<file path="src/rtl/pos_arith_pkg.sv">
`default_nettype none
// ============================================================================
// Module      : pos_arith_pkg
// Description : Shared definitions for the Position datapath arithmetic units.
//               Mode encodings, FSM state encoding and width-generic constant
//               helpers (most-negative / max-positive two's-complement words).
// Revision    : 1.0 - initial release
// ============================================================================
package pos_arith_pkg;

    // Operation modes presented on in_mode
    localparam logic [1:0] MODE_PASS = 2'b00;  // result = operand
    localparam logic [1:0] MODE_NEG  = 2'b01;  // result = -operand
    localparam logic [1:0] MODE_ABS  = 2'b10;  // result = |operand|
    localparam logic [1:0] MODE_CNEG = 2'b11;  // result = in_sgn ? -operand : operand

    // Sequencer states
    typedef enum logic [1:0] {
        ST_IDLE = 2'd0,
        ST_RUN  = 2'd1,
        ST_DONE = 2'd2
    } state_t;

    // Widest operand the constant helpers can describe; callers truncate
    // the returned word to their own width.
    localparam int MAX_W = 256;

    // 1000...0 in a w-bit word
    function automatic logic [MAX_W-1:0] most_neg(input int w);
        return MAX_W'(1) << (w - 1);
    endfunction

    // 0111...1 in a w-bit word
    function automatic logic [MAX_W-1:0] max_pos(input int w);
        return most_neg(w) - MAX_W'(1);
    endfunction

endpackage : pos_arith_pkg
`default_nettype wire

</file>
<file path="src/rtl/comp_chunk_add.sv">
`default_nettype none
// ============================================================================
// Module      : comp_chunk_add
// Description : CHUNK-bit incrementer slice, {o_cout, o_sum} = i_a + i_cin.
//               Used as the single carry-resolving adder of twos_comp_seq.
// Ports       : i_a    [CHUNK-1:0]  operand chunk (already conditionally inverted)
//               i_cin                carry in
//               o_sum  [CHUNK-1:0]  chunk sum
//               o_cout               carry out
// Revision    : 1.0 - initial release
// ============================================================================
module comp_chunk_add #(
    parameter int CHUNK = 4
) (
    input  logic [CHUNK-1:0] i_a,
    input  logic             i_cin,
    output logic [CHUNK-1:0] o_sum,
    output logic             o_cout
);

    assign {o_cout, o_sum} = {1'b0, i_a} + {{CHUNK{1'b0}}, i_cin};

endmodule : comp_chunk_add
`default_nettype wire

</file>
<file path="src/rtl/twos_comp_seq.sv">
`default_nettype none
// ============================================================================
// Module      : twos_comp_seq
// Description : Sequential two's-complement unit (pass / negate / abs /
//               sign-conditional negate). The +1 carry of invert-and-add-one
//               is resolved CHUNK bits per cycle, LSB chunk first, through a
//               single narrow adder. valid/ready on both sides; out_ovf flags
//               negation of the most-negative value.
// Parameters  : W      operand/result width (W >= 2)
//               CHUNK  bits resolved per RUN cycle (W % CHUNK == 0)
// Ports       : clk, rst (async, active-high)
//               in_valid / in_ready / in_data[W] / in_mode[2] / in_sgn
//               out_valid / out_ready / out_data[W] / out_ovf
// Build macro : NEG_SAT_EN - when defined, an overflowing negation returns
//               the max positive value instead of the wrapped 1000..0.
// Revision    : 1.0 - initial release
// ============================================================================
module twos_comp_seq
    import pos_arith_pkg::*;
#(
    parameter int W     = 16,
    parameter int CHUNK = 4
) (
    input  logic         clk,
    input  logic         rst,
    input  logic         in_valid,
    output logic         in_ready,
    input  logic [W-1:0] in_data,
    input  logic [1:0]   in_mode,
    input  logic         in_sgn,
    output logic         out_valid,
    input  logic         out_ready,
    output logic [W-1:0] out_data,
    output logic         out_ovf
);

    localparam int NCH  = W / CHUNK;
    localparam int IDXW = (NCH > 1) ? $clog2(NCH) : 1;

    localparam logic [W-1:0] c_MOST_NEG = W'(most_neg(W));
`ifdef NEG_SAT_EN
    localparam logic [W-1:0] c_MAX_POS  = W'(max_pos(W));
`endif

    state_t             r_state;
    logic [W-1:0]       r_op;
    logic [W-1:0]       r_res;
    logic               r_neg;
    logic               r_carry;
    logic               r_ovf;
    logic [IDXW-1:0]    r_idx;
    logic               r_out_valid;
    logic [W-1:0]       r_out_data;
    logic               r_out_ovf;

    logic               w_accept;
    logic               w_in_neg;
    logic [CHUNK-1:0]   w_op_chunk;
    logic [CHUNK-1:0]   w_add_a;
    logic [CHUNK-1:0]   w_sum;
    logic               w_cout;
    logic [W-1:0]       w_res_next;
    logic               w_last;
    logic [W-1:0]       w_final;

    assign in_ready = (r_state == ST_IDLE) && !rst;
    assign w_accept = in_valid && in_ready;

    always_comb begin
        w_in_neg = 1'b0;
        case (in_mode)
            MODE_NEG:  w_in_neg = 1'b1;
            MODE_ABS:  w_in_neg = in_data[W-1];
            MODE_CNEG: w_in_neg = in_sgn;
            default:   w_in_neg = 1'b0;
        endcase
    end

    // Select the operand chunk currently being resolved
    always_comb begin
        w_op_chunk = '0;
        for (int k = 0; k < NCH; k++) begin
            if (r_idx == IDXW'(k)) begin
                w_op_chunk = r_op[k*CHUNK +: CHUNK];
            end
        end
    end

    // Inversion is folded in here; the adder only ever adds the running carry
    assign w_add_a = w_op_chunk ^ {CHUNK{r_neg}};

    comp_chunk_add #(
        .CHUNK (CHUNK)
    ) u_chunk_add (
        .i_a    (w_add_a),
        .i_cin  (r_carry),
        .o_sum  (w_sum),
        .o_cout (w_cout)
    );

    // Write the fresh sum back into its slice of the result word
    for (genvar k = 0; k < NCH; k++) begin : g_wb
        assign w_res_next[k*CHUNK +: CHUNK] =
            (r_idx == IDXW'(k)) ? w_sum : r_res[k*CHUNK +: CHUNK];
    end

    assign w_last = (r_idx == IDXW'(NCH - 1));

`ifdef NEG_SAT_EN
    assign w_final = r_ovf ? c_MAX_POS : w_res_next;
`else
    // Wrapped result of negating 1000..0 is 1000..0 itself
    assign w_final = w_res_next;
`endif

    always_ff @(posedge clk or posedge rst) begin
        if (rst) begin
            r_state     <= ST_IDLE;
            r_op        <= '0;
            r_res       <= '0;
            r_neg       <= 1'b0;
            r_carry     <= 1'b0;
            r_ovf       <= 1'b0;
            r_idx       <= '0;
            r_out_valid <= 1'b0;
            r_out_data  <= '0;
            r_out_ovf   <= 1'b0;
        end else begin
            case (r_state)
                ST_IDLE: begin
                    if (w_accept) begin
                        r_op    <= in_data;
                        r_res   <= '0;
                        r_neg   <= w_in_neg;
                        r_carry <= w_in_neg;   // the "+1" of invert-and-add-one
                        r_idx   <= '0;
                        r_ovf   <= w_in_neg && (in_data == c_MOST_NEG);
                        r_state <= ST_RUN;
                    end
                end
                ST_RUN: begin
                    r_res   <= w_res_next;
                    r_carry <= w_cout;         // carry out of the MSB chunk is dropped later
                    if (w_last) begin
                        r_idx       <= '0;
                        r_out_valid <= 1'b1;
                        r_out_data  <= w_final;
                        r_out_ovf   <= r_ovf;
                        r_state     <= ST_DONE;
                    end else begin
                        r_idx <= r_idx + IDXW'(1);
                    end
                end
                ST_DONE: begin
                    if (out_ready) begin
                        r_out_valid <= 1'b0;
                        r_out_data  <= '0;
                        r_out_ovf   <= 1'b0;
                        r_state     <= ST_IDLE;
                    end
                end
                default: begin
                    r_state <= ST_IDLE;
                end
            endcase
        end
    end

    assign out_valid = r_out_valid;
    assign out_data  = r_out_data;
    assign out_ovf   = r_out_ovf;

endmodule : twos_comp_seq
`default_nettype wire

</file>
<file path="config.mk">
export PLATFORM = sky130hd
export DESIGN_NAME = twos_comp_seq
export DESIGN_NICKNAME = d
export VERILOG_FILES = /design/src/rtl/pos_arith_pkg.sv /design/src/rtl/comp_chunk_add.sv /design/src/rtl/twos_comp_seq.sv
export SDC_FILE = /design/constraint.sdc
export NUM_CORES = 1
export LEC_CHECK = 0
export ABC_AREA = 1
export CAP_MARGIN = 20
export CORE_MARGIN = 2
export CORE_UTILIZATION = 40
export CTS_BUF_LIST = sky130_fd_sc_hd__clkbuf_4 sky130_fd_sc_hd__clkbuf_8 sky130_fd_sc_hd__clkbuf_16
export DETAILED_ROUTE_END_ITERATION = 10
export SYNTH_ARGS = -nofsm -noshare
export SYNTH_HDL_FRONTEND = slang
export SYNTH_SLANG_ARGS = --single-unit
</file>
<file path="constraint.sdc">
create_clock -name clk -period 7.05 [get_ports clk]
set_input_delay 1.41 -clock clk [delete_from_list [all_inputs] [get_ports clk]]
set_output_delay 1.41 -clock clk [all_outputs]
set_load 0.005 [all_outputs]
</file>
==> results of run 1 <==
synth_stat cells (all sizes together):
library cell,count,area (um2)
a21oi,7,42.5
nor3,1,10.0
a31oi,1,6.26
a22o,1,8.76
o41ai,1,8.76
nand3,21,115
nand2,132,536
and2,1,6.26
o31ai,1,7.51
ha,6,75.1
dfrtp,53,1330
xor2,1,8.76
o21ai,32,168
clkbuf,2,17.5
nor4,2,12.5
or2,3,18.8
nand3b,1,7.51
buf,10,96.4
inv,22,82.6
nor2,11,51.3
nand4,2,18.8
stage by stage:
step	utilization (%)	instance area, um2	power, mW
detailed placement	47.8	3040	1.22
finish	49.6	3150	1.41
floorplan	-	2620	1.04
CTS	49.6	3150	1.43
global placement	47.5	3020	1.21
global route	49.6	3150	1.57
power groups by stage:
stage	registers, mW	clock network, mW	logic [mW]
2_1_floorplan	0.502	0	0.533
3_3_place_gp	0.507	0	0.698
3_5_place_dp	0.510	0	0.711
4_1_cts	0.505	0.217	0.713
5_1_grt	0.523	0.230	0.816
6_report	0.504	0.211	0.699
flip-flops by register name, summed over array words and instances (netlist names), 2 cells and up:
name	count
r_state	2
r_op	16
r_res	12
r_idx	2
out_data	16
final cells by class:
class | count | area, um2
Sequential cell | 53 | 1330
Clock buffer | 5 | 68.8
Tap cell | 77 | 96.3
Multi-Input combinational cell | 224 | 1100
Timing Repair Buffer | 42 | 430
Clock inverter | 3 | 46.3
Fill cell | 641 | 3200
Inverter | 22 | 82.6
worst max-delay path, stage by stage:
cell,delay [ns]
clkdlybuf4s50_1,0.45
nor3_2,0.14
clkdlybuf4s50_1,0.53
cell families (layout without fill, tap and decap cells):
family                     after synthesis  after routing  synth area share [%]
and+or+nand+nor                        174            174                  29.6
DFF                                     53             53                  50.5
AOI/OAI and AO/OA                       43             43                  9.20
buffers and inverters                   34             72                  7.49
adders and majority gates                6              6                  2.86
xor gates and xnor gates                 1              1                 0.334
per-layer routing:
layer  vias to the layer above  routed length, um
li1                       1067                  -
met1                       953               2640
met2                        46               2390
met3                         7                218
met4                         0                 69
met5                         -                  0
how the worst min path moves through the flow:
stage / start / endpoint / slack [ns] / depth (start not counted)
finish: r_op[10] / r_op[10] / 0.48 / 2
global route: r_op[8] / r_op[8] / 0.51 / 2
CTS: r_op[8] / r_op[8] / 0.48 / 2
detailed placement: r_op[8] / r_op[8] / 0.46 / 2
global placement: r_op[8] / r_op[8] / 0.45 / 2
floorplan: r_op[8] / r_op[8] / 0.44 / 2
placed cells by master, fill, tap and decap left out, types with 2 or more instances in the layout:
master / n
nand2_4: 3
clkbuf_8: 5
nor2_1: 9
o21ai_1: 5
nand3_1: 19
o21ai_2: 2
nand2_1: 122
nor4_1: 2
inv_2: 6
inv_1: 16
a21oi_2: 2
nand3_2: 2
a21oi_1: 5
or2_2: 3
dfrtp_1: 53
o21ai_0: 25
ha_1: 6
nand2_2: 7
clkdlybuf4s50_1: 41
==> flow_summary.toml, run 1 <==
[run_status]
outcome = "completed"

[cts]
clock-sinks = 53
htreeDepth = 2
postCtsResizedCells = 0
cts_hold_buf = 0
clockBufferDepth = 2
postCtsSetupBuffers = 0
cts_root_buf = "clkbuf_8"
numCtsBuffers = 5
path_clk_slew_ns = 0.09
tritoncts = "built"
worst_skew_pair.late_latency_ns = 0.32

[timing]
maxSlewViolCount = 0
slew_headroom_pct = 58.5
worst_slack_ns = 3.10
finalHoldViolCount = 0
min_period_ns = 3.95
tightest_slew_ns = 0.623
setup_tns_ns = 0
min_period_over_period_pct = 56.0
max_freq_mhz = 253
setup_viol = 0
rsz0062_at_grt = "no"
hold_slack_ns = 0.477
fin_skew_ns = 0.00880

[critical_path]
end_kind = "primary output"
required_ns = 5.64
start_kind = "input port"
startpoint = "rst"
path_class = "in -> out"
crit_arrival_ns = 2.54
r2r_end = "r_res[2]"
crit_fanout = 2
reg2reg_from = "r_idx[1]"
r2r_slack_ns = 4.20
ff2ff_path_depth = 15
critPathCapture = "in_ready"

[global_routing]
grt_usage_pct = 16.5
grt_pass1_wl_um = 9580
antenna_found_initial = 0
grt.met1_usage_pct = 22.8
grt_pass1_vias = 2013
grt-busiest-layer = "met2"
overflow = 0
grt_max_degree = 35
met2_usage_pct = 26.5
grtUsageMet3_pct = 3.50

[power_and_ir_drop]
power_frac_seq_pct = 35.6
switchingPower_uw = 595
p_leak_nw = 1.55
p_comb_share_pct = 49.4
clkPwrFrac_pct = 14.9
power_density_nw_per_um2 = 449
swShare_pct = 42.1
p_int_uw = 819
peakVddDrop_mv = 0.156

[layout]
diodes = 0
area_growth_pct = 20.1
fin_cells = 426
nets = 377
drive_gt1_share_pct = 10.9

[synth]
yosysWarnings = 0
avgSynthCellArea_um2 = 8.44
syn-cell-area_um2 = 2620
synth.distinct_cells = 34
synth_nets = 340
ys_ff_latch = 53
synth_cells = 311
ys_seq_area_share_pct = 50.5

[place]
dpl.hpwl_um = 3850
dp.cells = 418
io_buffers = 41
gp_congestion = 0.815
place_ws_ns = 3.10

[route]
vias_per_cell = 4.87
drt_drc_violations_left = 0
dr_total_vias = 2073
drt_iter0_markers = 131
dr.pass1.iters = 4
ant_nets = 0
wl_um = 5310
wire_per_inst_um = 12.5

[flow_run]
max_cap_violations = 0

[floorplanning]
initial_utilization_pct = 41.3
fp-row-count = 29
io_pins = 42
die_w_um = 85.0
die_area_um2 = 7220
coreArea_um2 = 6350
die_y_um = 85.0

[hold_path]
hold_class = "reg -> reg"
(Power assumes the default switching activity.)
==> inputs of run 2 (changes only) <==
Clock period 7.05 ns to 4.1 ns, I/O delays scaled along.
==> flow_summary.toml, run 2 (synthesis gave the netlist of run 1 again) <==
[power_and_ir_drop]
swShare_pct = 43.1
power_density_nw_per_um2 = 767
clkPwrFrac_pct = 13.1
p_int_mw = 1.36
p_leak_nw = 1.55
peakVddDrop_mv = 0.299
p_comb_share_pct = 50.4
power.total_mw = 2.40
power_frac_seq_pct = 36.5
switchingPower_mw = 1.03

[cts]
clockBufferDepth = 2
tritoncts = "built"
worst_skew_pair.late_latency_ns = 0.31
clock-sinks = 53
cts_hold_buf = 0
htreeDepth = 2
cts_root_buf = "clkbuf_8"
postCtsSetupBuffers = 0
postCtsResizedCells = 0
numCtsBuffers = 5
path_clk_slew_ns = 0.10

[timing]
slew_headroom_pct = 56.4
rsz0062_at_grt = "no"
hold_slack_ns = 0.482
max_freq_mhz = 364
tightest_slew_ns = 0.653
min_period_ns = 2.75
setup_tns_ns = 0
min_period_over_period_pct = 67.0
worst_slack_ns = 1.35
setup_viol = 0
maxSlewViolCount = 0
finalHoldViolCount = 0
fin_skew_ns = 0.00664

[global_routing]
grt_max_degree = 32
overflow = 0
grt_usage_pct = 16.5
antenna_found_initial = 0
grt_pass1_vias = 2017
grt_pass1_wl_um = 9560

[route]
drt_drc_violations_left = 0
dr_total_vias = 2071
wl_um = 5410
wire_per_inst_um = 12.7
vias_per_cell = 4.85
ant_nets = 0
dr.pass1.iters = 4
drt_iter0_markers = 102

[layout]
fillCellCount = 650
layout_common_cells = "nand2_1, dfrtp_1, clkdlybuf4s50_1"
multi_input_area_um2 = 1100
drive_gt1_share_pct = 11.1
utilization_pct = 49.3
nets = 378
area_growth_pct = 19.2
regArea_um2 = 1330
diodes = 0
final_common_cell = "nand2_1"

[critical_path]
crit_top_cell = "clkdlybuf4s50_1"
required_ns = 3.28
crit_family = "buffers and inverters"
worst-path-buf-inv = 2
crit_chain = "clkdlybuf4s50_1 -> nor3_2 -> clkdlybuf4s50_1"
start_kind = "input port"
crit_fanout = 2
end_kind = "primary output"
cp_slowest_cell = "clkdlybuf4s50_1"
max_stage_delay_ns = 0.52
crit_arrival_ns = 1.93
path_class = "in -> out"

[floorplanning]
io_pins = 42
die_y_um = 85.0
fp-row-count = 29
die_area_um2 = 7220
initial_utilization_pct = 41.3
die_w_um = 85.0
coreArea_um2 = 6350

[hold_path]
hold_class = "reg -> reg"

[place]
dpl.hpwl_um = 3970
gp_congestion = 0.790
place_ws_ns = 1.34
io_buffers = 41

[flow_run]
max_cap_violations = 0

[run_status]
outcome = "completed"
==> run 2: area by class of cell <==
cell class                 count  area share (%)
tap                           77            3.08
timing repair buffer          43            13.6
clock buffer                   6            2.64
inverter                      22            2.64
sequential                    53            42.4
clock inverter                 2           0.440
multi-input combinational    224            35.2
==> run 2: power by group through the flow <==
stage               clock, mW  combinational (mW)  sequential, mW
floorplan                   0               0.917           0.864
global placement            0                1.21           0.883
detailed placement          0                1.23           0.883
CTS                     0.323                1.24           0.875
global route            0.348                1.39           0.909
finish                  0.315                1.21           0.875
==> run 2: worst register-to-register path, delay by kind of cell (launching register included) <==
| family | cells | cell delay (ns) |
|---|---|---|
| and+or+nand+nor | 3 | 0.29 |
| DFF | 1 | 0.42 |
| xor gates and xnor gates | 1 | 0.17 |
| AOI/OAI and AO/OA | 4 | 0.53 |
| adders and majority gates | 3 | 0.96 |
| buffers and inverters | 2 | 0.26 |
==> run 2: path summary, 6_finish.rpt <==
path,start,end,slack [ns],cells after the start
min reg2reg,r_res[7],r_res[7],0.48,2
max,rst,in_ready,1.35,3
max in group asynchronous,rst,out_data[15],2.41,3
max reg2reg,r_idx[0],out_data[5],1.37,13
min,r_res[7],r_res[7],0.48,2
min in group asynchronous,rst,r_idx[0],0.96,2
==> run 2: metrics by stage <==
step                      area, um2  instances
after floorplan                2620        311
after detailed placement       3030        419
after global placement         3030        419
final                          3130        427
after CTS                      3130        427
after global routing           3130        427
==> run 2: per-layer routing <==
metal / GRT usage, % / up-vias / part of all wire (%)
met1: 22.8 / 950 / 50
met5: 0 / - / 0
met4: 4.33 / 0 / 1.2
met2: 26.3 / 43 / 44
li1: - / 1072 / -
met3: 3.60 / 6 / 4.1
==> inputs of run 3 (changes only) <==
Clock period 4.1 ns to 2.35 ns, I/O delays scaled along.
==> flow_summary.toml, run 3 (synthesis gave the netlist of run 1 again) <==
[run_status]
outcome = "completed"

[layout]
layout_common_cells = "nand2_1, dfrtp_1, clkdlybuf4s50_1"
fin_cells = 444
area_growth_pct = 30.0
final_common_cell = "nand2_1"
diodes = 0
nets = 395
drive_gt1_share_pct = 21.0

[critical_path]
crit_arrival_ns = 2.51
crit_family = "simple AND/OR/NAND/NOR gates"
worst-path-buf-inv = 3
path_class = "reg -> reg"
max_stage_delay_ns = 0.45
required_ns = 2.55
cp_slowest_cell = "dfrtp_1"
crit_chain = "inv_2 -> ha_4 -> nand3_4 -> nand2_2 -> o21ai_2 -> a21oi_2 -> xor2_1 -> ha_2 -> buf_4 -> buf_4 -> nand3_2 -> nand2_4 -> nand3_1 -> nand3_1 -> nand2_1"
crit_fanout = 4
start_kind = "flop"
end_kind = "flop"

[place]
gp_congestion = 0.831
dpl.hpwl_um = 4160
place_ws_ns = 0.0307
io_buffers = 41
dp.cells = 430

[timing]
min_period_over_period_pct = 98.2
worst_slack_ns = 0.0422
hold_slack_ns = 0.483
slew_headroom_pct = 77.2
tightest_slew_ns = 0.341
fin_skew_ns = 0.00850
finalHoldViolCount = 0
min_period_ns = 2.31
setup_viol = 0
rsz0062_at_grt = "yes"
max_freq_mhz = 433
maxSlewViolCount = 0

[cts]
clock-sinks = 53
cts_root_buf = "clkbuf_8"
numCtsBuffers = 5
tritoncts = "built"
cts_hold_buf = 0
htreeDepth = 2
path_clk_slew_ns = 0.10
worst_skew_pair.late_latency_ns = 0.31
clockBufferDepth = 2

[hold_path]
hold_class = "reg -> reg"

[power_and_ir_drop]
power_density_nw_per_um2 = 1440
power.total_mw = 4.90
p_leak_nw = 1.66
peakVddDrop_mv = 0.557

[route]
wl_um = 6000
wire_per_inst_um = 13.5
wl_met1_um = 2810
drt_drc_violations_left = 0
dr.pass1.iters = 5
dr_wl_met2_um = 2780
drt_iter0_markers = 130
highest_layer = "met4"
met3_wirelength_um = 262
vias_per_cell = 4.84
ant_nets = 0
dr_total_vias = 2147

[global_routing]
grt_pass1_vias = 2146
grt_max_degree = 28
grt_usage_pct = 17.4
overflow = 0
antenna_found_initial = 0
grt_pass1_wl_um = 10000

[floorplanning]
coreArea_um2 = 6350
die_w_um = 85.0
die_area_um2 = 7220
initial_utilization_pct = 41.3
io_pins = 42
die_y_um = 85.0
fp-row-count = 29

[flow_run]
max_cap_violations = 0
==> run 3: worst paths after layout <==
path / startpoint / to / slack (ns) / cells past startpoint
worst max-delay path: r_idx[0] / out_data[11] / 0.04 / 15
worst min-delay path: out_data[6] / out_data[6] / 0.48 / 2
worst max register to register: r_idx[0] / out_data[11] / 0.04 / 15
worst min register to register: out_data[6] / out_data[6] / 0.48 / 2
max in group asynchronous: rst / out_data[14] / 1.50 / 3
min in group asynchronous: rst / r_state[1] / 0.58 / 3
==> run 3: per-stage QoR <==
| step | TNS [ns] | area [um2] | utilization (%) |
|---|---|---|---|
| 2_1_floorplan | 0 | 2620 | - |
| 3_3_place_gp | 0 | 3110 | 49.0 |
| 3_5_place_dp | 0 | 3110 | 49.0 |
| 4_1_cts | 0 | 3250 | 51.2 |
| 5_1_grt | -0.599 | 3410 | 53.7 |
| 6_report | 0 | 3410 | 53.7 |
==> run 3: tightest hold or removal path: stages (launching register included) <==
cell	delay, ns
dfrtp_1	0.35
nand2_1	0.06
nand2_1	0.05
==> run 3: area by class of cell <==
class | instances | area (um2)
fillers | 608 | 2940
flip-flops and latches | 53 | 1330
multi-input cells | 224 | 1220
repair buffers | 60 | 553
well taps | 77 | 96.3
inverters | 22 | 82.6
clock buffers | 5 | 68.8
clock inverters | 3 | 65.1
==> run 3: where the power goes <==
group          switching, mW  internal (mW)
logic                   1.51           1.13
registers              0.228           1.31
clock network          0.306          0.423
total                   2.04           2.86
==> run 3: what timing repair did <==
action	CTS	global route
resized for setup	0	30
setup endpoints to repair	0	27
setup buffers	0	7
==> run 3: metal layers <==
metal,GRT usage [%],vias to the layer above
met5,0,-
met3,3.89,9
li1,-,1095
met2,29.1,53
met4,4.47,0
met1,23.0,990
